`src/rtl/ifft_cross_serial_pkg.sv`:
```
// Shared types and elaboration-time helpers for the serial inverse butterfly stage.
package ifft_pkg;

   typedef enum logic [1:0] {FILL, PAIR, DRAIN} state_t;

   localparam real PI = 3.14159265358979;

   // Scaled conj(w[k]) component, rounded to nearest: cos for re, +sin for im.
   function automatic int twiddle(input int k, input int n, input int res, input bit im);
      real a;
      real v;
      a = 2.0 * PI * real'(k) / real'(n);
      v = (im ? $sin(a) : $cos(a)) * real'(1 << res);
      return (v >= 0.0) ? $rtoi(v + 0.5) : -$rtoi(0.5 - v);
   endfunction

endpackage

```
`src/rtl/ifft_cross_serial_twiddle_mult.sv`:
```
// Combinational complex multiply of a half-difference by a twiddle, floored back to BITS.
module ifft_twiddle_mult #(
   parameter int BITS       = 16,
   parameter int RESOLUTION = 4
) (
   input  logic signed [BITS:0]         d_re,
   input  logic signed [BITS:0]         d_im,
   input  logic signed [RESOLUTION+1:0] c_re,
   input  logic signed [RESOLUTION+1:0] c_im,
   output logic signed [BITS-1:0]       p_re,
   output logic signed [BITS-1:0]       p_im
);
   localparam int PW = BITS + RESOLUTION + 4;

   logic signed [PW-1:0] full_re;
   logic signed [PW-1:0] full_im;

   assign full_re = PW'(d_re) * PW'(c_re) - PW'(d_im) * PW'(c_im);
   assign full_im = PW'(d_im) * PW'(c_re) + PW'(d_re) * PW'(c_im);

   // One extra shift folds the /2 of the inverse into the twiddle scaling.
   assign p_re = BITS'(full_re >>> (RESOLUTION + 1));
   assign p_im = BITS'(full_im >>> (RESOLUTION + 1));

endmodule

```
`src/rtl/ifft_cross_serial.sv`:
```
// Streaming inverse radix-2 cross stage: buffers the low half, pairs it with the high half, drains differences.
module ifft_cross_serial
   import ifft_pkg::*;
#(
   parameter int SIZE       = 8,
   parameter int BITS       = 16,
   parameter int RESOLUTION = 4
) (
   input  logic                   clk,
   input  logic                   rst,
   input  logic                   in_valid,
   output logic                   in_ready,
   input  logic signed [BITS-1:0] in_re,
   input  logic signed [BITS-1:0] in_im,
   output logic                   out_valid,
   input  logic                   out_ready,
   output logic signed [BITS-1:0] out_re,
   output logic signed [BITS-1:0] out_im,
   output logic                   out_last
);
   localparam int HALF = SIZE / 2;
   localparam int CW   = (HALF > 1) ? $clog2(HALF) : 1;
   localparam int TW   = RESOLUTION + 2;
   localparam logic [CW-1:0] LAST_IDX = CW'(HALF - 1);

   state_t                 state;
   logic [CW-1:0]          cnt;
   logic signed [BITS-1:0] mem_re [HALF];
   logic signed [BITS-1:0] mem_im [HALF];
   logic signed [TW-1:0]   rom_re [HALF];
   logic signed [TW-1:0]   rom_im [HALF];

   logic                   ostall, xfer, cnt_last;
   logic signed [BITS:0]   s_re, s_im, d_re, d_im;
   logic signed [BITS-1:0] p_re, p_im;

   for (genvar k = 0; k < HALF; k++) begin : g_rom
      localparam int CR = twiddle(k, SIZE, RESOLUTION, 1'b0);
      localparam int CI = twiddle(k, SIZE, RESOLUTION, 1'b1);
      assign rom_re[k] = TW'(CR);
      assign rom_im[k] = TW'(CI);
   end

   assign ostall   = out_valid && !out_ready;
   assign in_ready = !rst && ((state == FILL) || ((state == PAIR) && !ostall));
   assign xfer     = in_valid && in_ready;
   assign cnt_last = (cnt == LAST_IDX);

   assign s_re = (BITS+1)'(mem_re[cnt]) + (BITS+1)'(in_re);
   assign s_im = (BITS+1)'(mem_im[cnt]) + (BITS+1)'(in_im);
   assign d_re = (BITS+1)'(mem_re[cnt]) - (BITS+1)'(in_re);
   assign d_im = (BITS+1)'(mem_im[cnt]) - (BITS+1)'(in_im);

   ifft_twiddle_mult #(.BITS(BITS), .RESOLUTION(RESOLUTION)) u_mult (
      .d_re (d_re),
      .d_im (d_im),
      .c_re (rom_re[cnt]),
      .c_im (rom_im[cnt]),
      .p_re (p_re),
      .p_im (p_im)
   );

   // The same slot holds X_lo during FILL and the twiddled difference after PAIR.
   always_ff @(posedge clk) begin
      if (xfer) begin
         mem_re[cnt] <= (state == FILL) ? in_re : p_re;
         mem_im[cnt] <= (state == FILL) ? in_im : p_im;
      end
   end

   always_ff @(posedge clk or posedge rst) begin
      if (rst) begin
         state     <= FILL;
         cnt       <= '0;
         out_valid <= 1'b0;
         out_last  <= 1'b0;
         out_re    <= '0;
         out_im    <= '0;
      end else begin
         if (!ostall) begin
            out_valid <= 1'b0;
            out_last  <= 1'b0;
         end
         case (state)
            FILL: begin
               if (xfer) begin
                  cnt <= cnt_last ? '0 : cnt + CW'(1);
                  if (cnt_last) state <= PAIR;
               end
            end
            PAIR: begin
               if (xfer) begin
                  out_re    <= BITS'(s_re >>> 1);
                  out_im    <= BITS'(s_im >>> 1);
                  out_valid <= 1'b1;
                  cnt       <= cnt_last ? '0 : cnt + CW'(1);
                  if (cnt_last) state <= DRAIN;
               end
            end
            DRAIN: begin
               if (!ostall) begin
                  out_re    <= mem_re[cnt];
                  out_im    <= mem_im[cnt];
                  out_valid <= 1'b1;
                  out_last  <= cnt_last;
                  cnt       <= cnt_last ? '0 : cnt + CW'(1);
                  if (cnt_last) state <= FILL;
               end
            end
            default: state <= FILL;
         endcase
      end
   end

endmodule
```
`config.mk`:
```
export PLATFORM = sky130hd
export DESIGN_NAME = ifft_cross_serial
export DESIGN_NICKNAME = d
export VERILOG_FILES = /design/src/rtl/ifft_cross_serial_pkg.sv /design/src/rtl/ifft_cross_serial_twiddle_mult.sv /design/src/rtl/ifft_cross_serial.sv
export SDC_FILE = /design/constraint.sdc
export NUM_CORES = 1
export LEC_CHECK = 0
export ABC_AREA = 1
export BUFFER_PORTS_ARGS = -buffer_cell sky130_fd_sc_hd__buf_2
export CAP_MARGIN = 5
export CORE_UTILIZATION = 45
export CTS_BUF_LIST = sky130_fd_sc_hd__clkbuf_16
export DETAILED_ROUTE_END_ITERATION = 10
export SLEW_MARGIN = 15
export SYNTH_ARGS = -nofsm -noshare
export SYNTH_HDL_FRONTEND = slang
export SYNTH_HIERARCHICAL = 1
export SYNTH_SLANG_ARGS = --single-unit
```
`constraint.sdc`:
```
create_clock -name clk -period 10.48 [get_ports clk]
set_clock_uncertainty 0.1 [all_clocks]
set_input_delay 0 -clock clk [delete_from_list [all_inputs] [get_ports clk]]
set_output_delay 0 -clock clk [all_outputs]
set_load 0.01 [all_outputs]
```
* Word-level counts from Yosys, hierarchy flattened
Memories as Yosys holds them, arrays and structs flattened. Index checks and enable logic that the tools add are counted.
Cells by class: add/subtract/negate cells 7, multiply operators 4, order comparisons 1, eq/ne operators 10, muxes and demuxes 34, bitwise logic cells 1, reduce and logical (&&, ||, !) cells 15
Operators by type and width (number):
- 16-bit two-way mux | 6
- 17-bit by 6-bit multiplier with 21-bit output | 4
- 16-bit case mux with 2 select lines | 2
- 16-bit by 16-bit adder with 17-bit output | 2
- 16-bit by 16-bit subtractor with 17-bit output | 2
- 6-bit binary-select mux with 2-bit select | 2
- 6-bit two-way mux | 4
- 21-bit adder | 1
- 21-bit subtractor | 1
- 2-bit two-way mux | 9
- 2-bit inequality test (second input constant) | 6
- 1-bit two-way mux | 8
- 2-bit case mux with 3 select lines | 1
- 3-bit AND reduction | 2
- 6-bit AND reduction | 1
- 2-bit == test (second input constant) | 2
- 1-bit logical AND | 4
- 2-bit case mux with 2 select lines | 1
- 2-bit nonzero test | 2
- 3-bit greater-or-equal comparator (second input constant) | 1
- 1-bit zero test | 3
- 2-bit NOT with 3-bit output | 1
- 2-bit by 1-bit adder with 2-bit output (second input constant) | 1
- 2-bit by 1-bit == test with 1-bit output (second input constant) | 1
- 5 further kinds | 5
Word-level totals: flip-flop bits (word level) 38, bits in writable memories 128, input bits 36, output and inout port bits 35, logic and storage cells 80, memories kept 2
Memories:
- mem_im | depth 4, bits a word 16, read ports 1, clocked after memory_dff 0, wr ports 1, line ifft_cross_serial.sv:29 | logic signed [BITS-1:0] mem_im [HALF];
- mem_re | depth 4, bits a word 16, read ports 1, clocked after memory_dff 0, wr ports 1, line ifft_cross_serial.sv:28 | logic signed [BITS-1:0] mem_re [HALF];

* Logic depth before layout (Yosys ltp)
Gate-level depths: netlist of run 1.
word-level depth 9, mapped depth 47, gate-level depth less buffers 43

* By module
Netlist of run 1, hierarchy kept.
By module, submodules not included:
- ifft_twiddle_mult | times used 1, cells each 1835, area each 13849.5 um2, sequential area each 0.0 um2
- ifft_cross_serial | times used 1, cells each 1364, area each 10710.3 um2, sequential area each 4794.6 um2

* Worst setup path before layout of run 1
OpenSTA, ideal clock, no wires.
kind register to register, start reg cnt[0], end mem mem_re[0][15], data pin, library setup time 290 ps, arrival 6896 ps, data required time 10090 ps, setup slack 3194 ps, stages on the path, launching flop included 40, buffers on the path 3, period minus slack after synthesis 7286 ps, cell sequence dfrtp_1 inv_1 buf_2 buf_2 nand2_1 nand3_1 nand2_1 ha_1 fa_1 o21ai_0 nand2_1 nand2_1 nand2_1 nand2_1 nand2_1 nand2_1 nand2_1 nand2_1 (+4 left out) inv_1 fa_1 inv_1 fa_1 inv_1 fa_1 ha_1 ha_1 nand2_1 nor3_1 nand2_1 o21bai_1 nand3_1 inv_1 nand2_1 nand2_1 nand2_1 o21ai_0
Between the ends: elaborated cells on any way between the ends 15, those cells by class add/sub (3); mul (2); mux (7); bitwise (1); memory (2)
RTL lines:
- from (decl) | line ifft_cross_serial.sv:27 | logic [CW-1:0] cnt;
- from (signal assigned) | line ifft_cross_serial.sv:87 | cnt <= cnt_last ? '0 : cnt + CW'(1);
- from (signal assigned) | line ifft_cross_serial.sv:96 | cnt <= cnt_last ? '0 : cnt + CW'(1);
- from (signal assigned) | line ifft_cross_serial.sv:106 | cnt <= cnt_last ? '0 : cnt + CW'(1);
- memory read 4 x 16 bit
- 16-bit by 16-bit subtractor with 17-bit output | line ifft_cross_serial.sv:51 | assign d_re = (BITS+1)'(mem_re[cnt]) - (BITS+1)'(in_re);
- net d_re[12] | line ifft_cross_serial.sv:34 | logic signed [BITS:0] s_re, s_im, d_re, d_im;
- 17-bit by 6-bit multiplier with 21-bit output | line ifft_cross_serial_twiddle_mult.sv:18 | assign full_re = PW'(d_re) * PW'(c_re) - PW'(d_im) * PW'(c_im);
- 21-bit subtractor | line ifft_cross_serial_twiddle_mult.sv:18
- net p_re[15] | line ifft_cross_serial.sv:35 | logic signed [BITS-1:0] p_re, p_im;
- 16-bit two-way mux | line ifft_cross_serial.sv:66 | mem_re[cnt] <= (state == FILL) ? in_re : p_re;
- to (decl) | line ifft_cross_serial.sv:28
The timed path passes the listed nets, and every way through them passes these cells. The select of a mux whose other input is x is not followed.

* Final worst setup path of run 1
start reg cnt[0], end mem mem_im[3][15], data pin
Between the ends: elaborated cells on any way between the ends 15, those cells by class add/sub (3); mul (2); mux (7); bitwise (1); memory (2)
RTL lines:
- memory read 4 x 16 bit
- 16-bit by 16-bit subtractor with 17-bit output | line ifft_cross_serial.sv:52 | assign d_im = (BITS+1)'(mem_im[cnt]) - (BITS+1)'(in_im);
- net d_im[12] | line ifft_cross_serial.sv:34
- 17-bit by 6-bit multiplier with 21-bit output | line ifft_cross_serial_twiddle_mult.sv:19 | assign full_im = PW'(d_im) * PW'(c_re) + PW'(d_re) * PW'(c_im);
- 21-bit adder | line ifft_cross_serial_twiddle_mult.sv:19
- net p_im[15] | line ifft_cross_serial.sv:35
- 16-bit two-way mux | line ifft_cross_serial.sv:67 | mem_im[cnt] <= (state == FILL) ? in_im : p_im;
- to (decl) | line ifft_cross_serial.sv:29
The timed path passes the listed nets, and every way through them passes these cells. The select of a mux whose other input is x is not followed.

==> impl_metrics.csv, run 1 <==
group,metric,value,unit
outcome,outcome,"complete, no violations",
worst_setup_path,slowest_delay,690,ps
detailed_routing,drt_iter0_markers,1247,
timing,finalSetupViolations,0,
timing,tns,0,ps
timing,slew_viol_final,0,
detailed_routing,drt_pass1_iterations,7,
layout,diodes,0,
yosys,yosysSeqAreaShare,19.52,%
worst_setup_path,critPathTopFamily,"adder cells",
detailed_routing,vias,19869,
timing,max_freq,111.6,MHz
clocking,postCtsResizedCells,0,
worst_setup_path,reg2regPathDepth,35,
worst_setup_path,worst-path-stages,35,
flow_run,maxCapViolations,0,
place,dp_slack,1562,ps
yosys,synthDistinctLibCells,49,
clocking,cts-root-buf,"clkbuf_16",
detailed_routing,ant_nets,0,
timing,rsz0062_at_grt,"no",
floorplan,initial_core_util,45.55,%
clocking,cts_max_level,4,
yosys,synth_edf_count,128,
yosys,synth_area_leader_cell,"fa_1",
clocking,cts_sinks,166,
timing,fin_ws,1519,ps
min_path,hold_class,"input port to flip-flop",
min_path,hold-path-endpoint,"mem_im[3][13]$_DFFE_PP_",
global_route,grt_max_degree,85,
yosys,ys_seq_elements,166,
worst_setup_path,path_max_fanout,41,
min_path,hold_depth,3,
layout,area_delta_synth_final,6.842,%
global_route,gr-total-overflow,0,
worst_setup_path,endpoint_kind,"flip-flop",
worst_setup_path,r2r-start,"cnt[0]$_DFFE_PP0P_",
worst_setup_path,cp.arrival,8990,ps
global_route,grtUsageTotal,25.07,%
worst_setup_path,path_class,"flip-flop to flip-flop",
layout,drive_gt1_share,6.023,%
layout,layout_common_cells,"929 x nand2_1, 688 x inv_1, 326 x fa_1, 210 x nor2_1, 203 x ha_1",
yosys,netlist_area,24560,sq um
clocking,cts_tree,"built",
worst_setup_path,startpoint_type,"flip-flop",
detailed_routing,wl_per_cell,17.25,um
place,gp_congestion,0.9384,
timing,fin_crit_sh,85.50,%
timing,slew-limit-headroom,35.76,%
layout,layout.nets,3775,
worst_setup_path,cpMaxStageDelayCell,"dfrtp_4",
place,place_hpwl,53280,um
worst_setup_path,ff2ff_setup_slack,1520,ps
detailed_routing,wl,67570,um
worst_setup_path,cpMostUsedCell,"nand2_1",
clocking,post-cts-setup-buffers,0,
yosys,syn_inst,3199,
global_route,grt_antenna_before_repair,0,
timing,worst_pin_slew,963.6,ps
worst_setup_path,rr_endpoint,"mem_im[3][15]$_DFFE_PP_",
clocking,clk_path_buf_depth,2,
clocking,clk_pin_slew,70,ps
detailed_routing,vias_per_cell,5.073,
detailed_routing,drcViolationCount,0,
yosys,yosysTopAreaCellShare,26.57,%
worst_setup_path,cp_num_buf_inv,6,
clocking,cts_hold_buf,15,
yosys,syn_area_per_cell,7.677,sq um
yosys,synth-main-ff-cell,"edfxtp_1",
floorplan,core_area,53920,sq um
yosys,async_flop_share,22.89,%
yosys,yosys_warnings,6,
floorplan,rows,85,
clocking,cts-buffers-inserted,17,
clocking,clk_latency,450,ps
floorplan,die_area,55510,sq um
floorplan,die_y,235.6,um
place,port_buffers,70,
yosys,synthTopCellsByArea,"fa_1 27%, edfxtp_1 16%, nand2_1 14%, inv_1 11%, ha_1 10%",
timing,period_minus_slack,8961,ps
worst_setup_path,critPathRequiredTime,10510,ps
global_route,grt_pass1_vias,20385,
min_path,min_from,"in_im[13]",
floorplan,die_w,235.6,um
layout,mostFrequentLayoutCell,"nand2_1",
floorplan,io_pins,71,
timing,finalHoldViolations,0,
global_route,grt_pass1_wl,109100,um
==> sequential cells by signal, indices dropped and copies added (netlist names), named ones only <==
name       count
mem_im        64
state          2
mem_re        64
out_re        16
out_valid      1
cnt            2
out_im        16
==> cells by family (layout without fill, tap and decap cells) <==
kind of cell / Yosys count / after routing / synth area share (%)
fa+ha+maj: 531 / 531 / 37.02
xor+xnor: 52 / 52 / 1.854
buf+inv: 832 / 851 / 13.15
other cells: 1 / 4 / 0.01527
flops: 166 / 166 / 19.52
simple gates: 1342 / 1342 / 22.15
compound gates: 275 / 275 / 6.287
==> through the flow <==
step | util (%) | instance area (sq um) | instances | hold WS [ps]
2_1_floorplan | - | 24570 | 3202 | -55.91
3_3_place_gp | 47.36 | 25540 | 3870 | 162.8
3_5_place_dp | 47.36 | 25540 | 3870 | 159.2
4_1_cts | 48.66 | 26240 | 3917 | 0.7209
5_1_grt | 48.66 | 26240 | 3917 | 24.56
6_report | 48.66 | 26240 | 3917 | 13.61
==> worst max path at each step <==
stage / start / end
final: cnt[0]$_DFFE_PP0P_ / mem_im[3][15]$_DFFE_PP_
after global placement: cnt[0]$_DFFE_PP0P_ / mem_im[0][11]$_DFFE_PP_
after CTS: cnt[0]$_DFFE_PP0P_ / mem_im[3][15]$_DFFE_PP_
after detailed placement: cnt[0]$_DFFE_PP0P_ / mem_im[3][15]$_DFFE_PP_
after floorplan: cnt[0]$_DFFE_PP0P_ / mem_re[0][15]$_DFFE_PP_
after global routing: cnt[0]$_DFFE_PP0P_ / mem_re[2][15]$_DFFE_PP_
==> layer usage <==
layer / global-route usage [%] / vias up / share of wire, %
li1: - / 9649 / -
met1: 33.56 / 9681 / 45
met2: 43.81 / 492 / 49
met3: 2.638 / 47 / 4.5
met4: 5.229 / 0 / 1.7
met5: 0 / - / 0
==> Yosys cell counts, types with 17 or more instances <==
master,instances
xor2_1,41
edfxtp_1,128
inv_1,689
nand2_1,929
o21ai_0,113
buf_2,41
nand4_1,17
o22ai_1,22
nand3_1,117
clkbuf_1,79
or2_2,24
fa_1,326
dfrtp_1,38
nor2_1,214
a21oi_1,98
ha_1,205
==> final cells by class <==
class / count / area [sq um]
clock inverter: 14 / 101.3
multi-input combinational: 2204 / 16580
sequential: 166 / 4798
inverter: 692 / 2597
fill: 5311 / 27680
clock buffer: 18 / 450.4
timing repair buffer: 127 / 840.8
tap: 696 / 870.8
==> tightest hold or removal path: stages <==
cell     delay (ps)
buf_2           110
inv_1           100
o21ai_0         140
Power of run 1 is not shown: default switching activity piles up to over one toggle a cycle in this logic, so the estimate is an artifact.
==> run 2, diff against run 1 <==
CORE_UTILIZATION = 29   (was 45)
==> run 2 against run 1 <==
Against the previous run:
- non-clock buffer count unchanged
- global-route usage shrank 9.2 points
- cell count grew 11%
- clock-buffer cell count down 1
==> impl_metrics.csv, run 2 (synthesis gave the netlist of run 1 again) <==
group,metric,value,unit
timing,finalSetupViolations,0,
min_path,min_from,"in_im[14]",
clocking,clk_path_buf_depth,2,
timing,hold-worst-slack,12.80,ps
layout,mostFrequentLayoutCell,"nand2_1",
timing,slew-limit-headroom,34.29,%
worst_setup_path,crit_path_start,"cnt[0]$_DFFE_PP0P_",
place,place_hpwl,52270,um
worst_setup_path,critPathTopFamily,"adder cells",
worst_setup_path,critPathRequiredTime,10520,ps
worst_setup_path,cp.arrival,9170,ps
outcome,outcome,"complete, no violations",
worst_setup_path,path_max_fanout,70,
worst_setup_path,ff2ff_setup_slack,1350,ps
floorplan,initial_core_util,29.35,%
layout,diodes,0,
worst_setup_path,r2r-start,"cnt[0]$_DFFE_PP0P_",
layout,drive_gt1_share,5.961,%
timing,worst_pin_slew,984.5,ps
layout,layout.nets,3775,
layout,layout_common_cells,"929 x nand2_1, 689 x inv_1, 326 x fa_1, 210 x nor2_1, 203 x ha_1",
floorplan,rows,106,
min_path,hold_depth,3,
floorplan,core_area,83690,sq um
global_route,grt_max_degree,83,
timing,tns,0,ps
detailed_routing,vias,19582,
global_route,gr-total-overflow,0,
layout,fillCellCount,8908,
floorplan,io_pins,71,
worst_setup_path,path_class,"flip-flop to flip-flop",
global_route,grtUsageTotal,15.88,%
clocking,cts-buffers-inserted,17,
global_route,grt_pass1_vias,19975,
timing,max_freq,109.5,MHz
clocking,post-cts-setup-buffers,0,
clocking,cts_tree,"built",
clocking,cts-root-buf,"clkbuf_16",
timing,rsz0062_at_grt,"no",
clocking,cts_max_level,4,
min_path,hold-path-endpoint,"mem_im[0][14]$_DFFE_PP_",
min_path,hold_class,"input port to flip-flop",
detailed_routing,wl,65940,um
floorplan,die_area,85860,sq um
timing,fin_crit_sh,87.11,%
detailed_routing,vias_per_cell,4.496,
place,port_buffers,70,
clocking,cts_sinks,166,
detailed_routing,drt_pass1_iterations,5,
detailed_routing,wl_per_cell,15.14,um
clocking,clk_latency,450,ps
place,gp_congestion,0.9189,
global_route,grt_pass1_wl,108300,um
worst_setup_path,cp_num_buf_inv,6,
worst_setup_path,rr_endpoint,"mem_im[1][15]$_DFFE_PP_",
detailed_routing,drt_iter0_markers,1351,
layout,area_delta_synth_final,9.318,%
detailed_routing,drcViolationCount,0,
timing,finalHoldViolations,0,
detailed_routing,ant_nets,0,
floorplan,die_y,293.0,um
timing,period_minus_slack,9129,ps
worst_setup_path,slowest_delay,850,ps
floorplan,die_w,293.0,um
timing,slew_viol_final,0,
layout,largestRegisters,"mem_im: 64 flops, mem_re: 64 flops",
worst_setup_path,startpoint_type,"flip-flop",
flow_run,maxCapViolations,0,
global_route,grt_antenna_before_repair,0,
worst_setup_path,reg2regPathDepth,31,
worst_setup_path,endpoint_kind,"flip-flop",
clocking,clk_pin_slew,70,ps
worst_setup_path,cpMaxStageDelayCell,"dfrtp_4",
[run 2: changes by cell type in the layout (fill, tap and decap cells not counted), sizes merged]
| cell | change |
|---|---|
| bufinv | +4 |
| inv | -4 |
| buf | -1 |
| clkbuf | -1 |
| clkinvlp | +1 |
| dlygate4sd3 | +1 |
[run 2: how the worst max path moves through the flow]
| stage | endpoint | slack [ps] | depth (start not counted) |
|---|---|---|---|
| floorplan | mem_re[0][15]$_DFFE_PP_ | 3190 | 39 |
| global route | mem_re[1][15]$_DFFE_PP_ | 760 | 36 |
| CTS | mem_im[1][15]$_DFFE_PP_ | 1350 | 31 |
| global placement | mem_im[2][15]$_DFFE_PP_ | 1450 | 31 |
| finish | mem_im[1][15]$_DFFE_PP_ | 1350 | 31 |
| detailed placement | mem_im[2][15]$_DFFE_PP_ | 1380 | 31 |
[run 2: through the flow]
step                utilization, %  setup slack (ps)  area, sq um  cells
global route                 32.08             757.3        26850   4355
detailed placement           31.15              1377        26070   4307
global placement             31.15              1452        26070   4307
CTS                          32.08              1350        26850   4355
floorplan                        -              3194        24570   3202
finish                       32.08              1351        26850   4355
[run 2: repair_timing]
action	in CTS	in global routing
resized for setup	0	0
endpoints found under the hold margin	84	0
hold buffers	16	0
[run 2: final cells by class]
class	count	area, sq um	share of cell area (%)
flip-flops and latches	166	4798	17.87
repair buffers	127	830.8	3.094
well taps	1134	1419	5.285
clock inverters	15	196.4	0.7317
multi-input cells	2204	16580	61.76
inverters	692	2597	9.675
clock buffers	17	425.4	1.584
[run 2: layer usage]
metal / wire, um / share of wire, % / track usage, %
met5: 0 / 0 / 0
met4: 1958 / 3.0 / 4.865
met3: 2712 / 4.1 / 2.080
met2: 31120 / 47 / 26.70
met1: 30150 / 46 / 21.13
[run 2: tightest hold or removal path, stage by stage]
cell and delay [ps]:
buf_2 120, inv_1 70, o21ai_0 160
Power of run 2 is left out for the same reason.
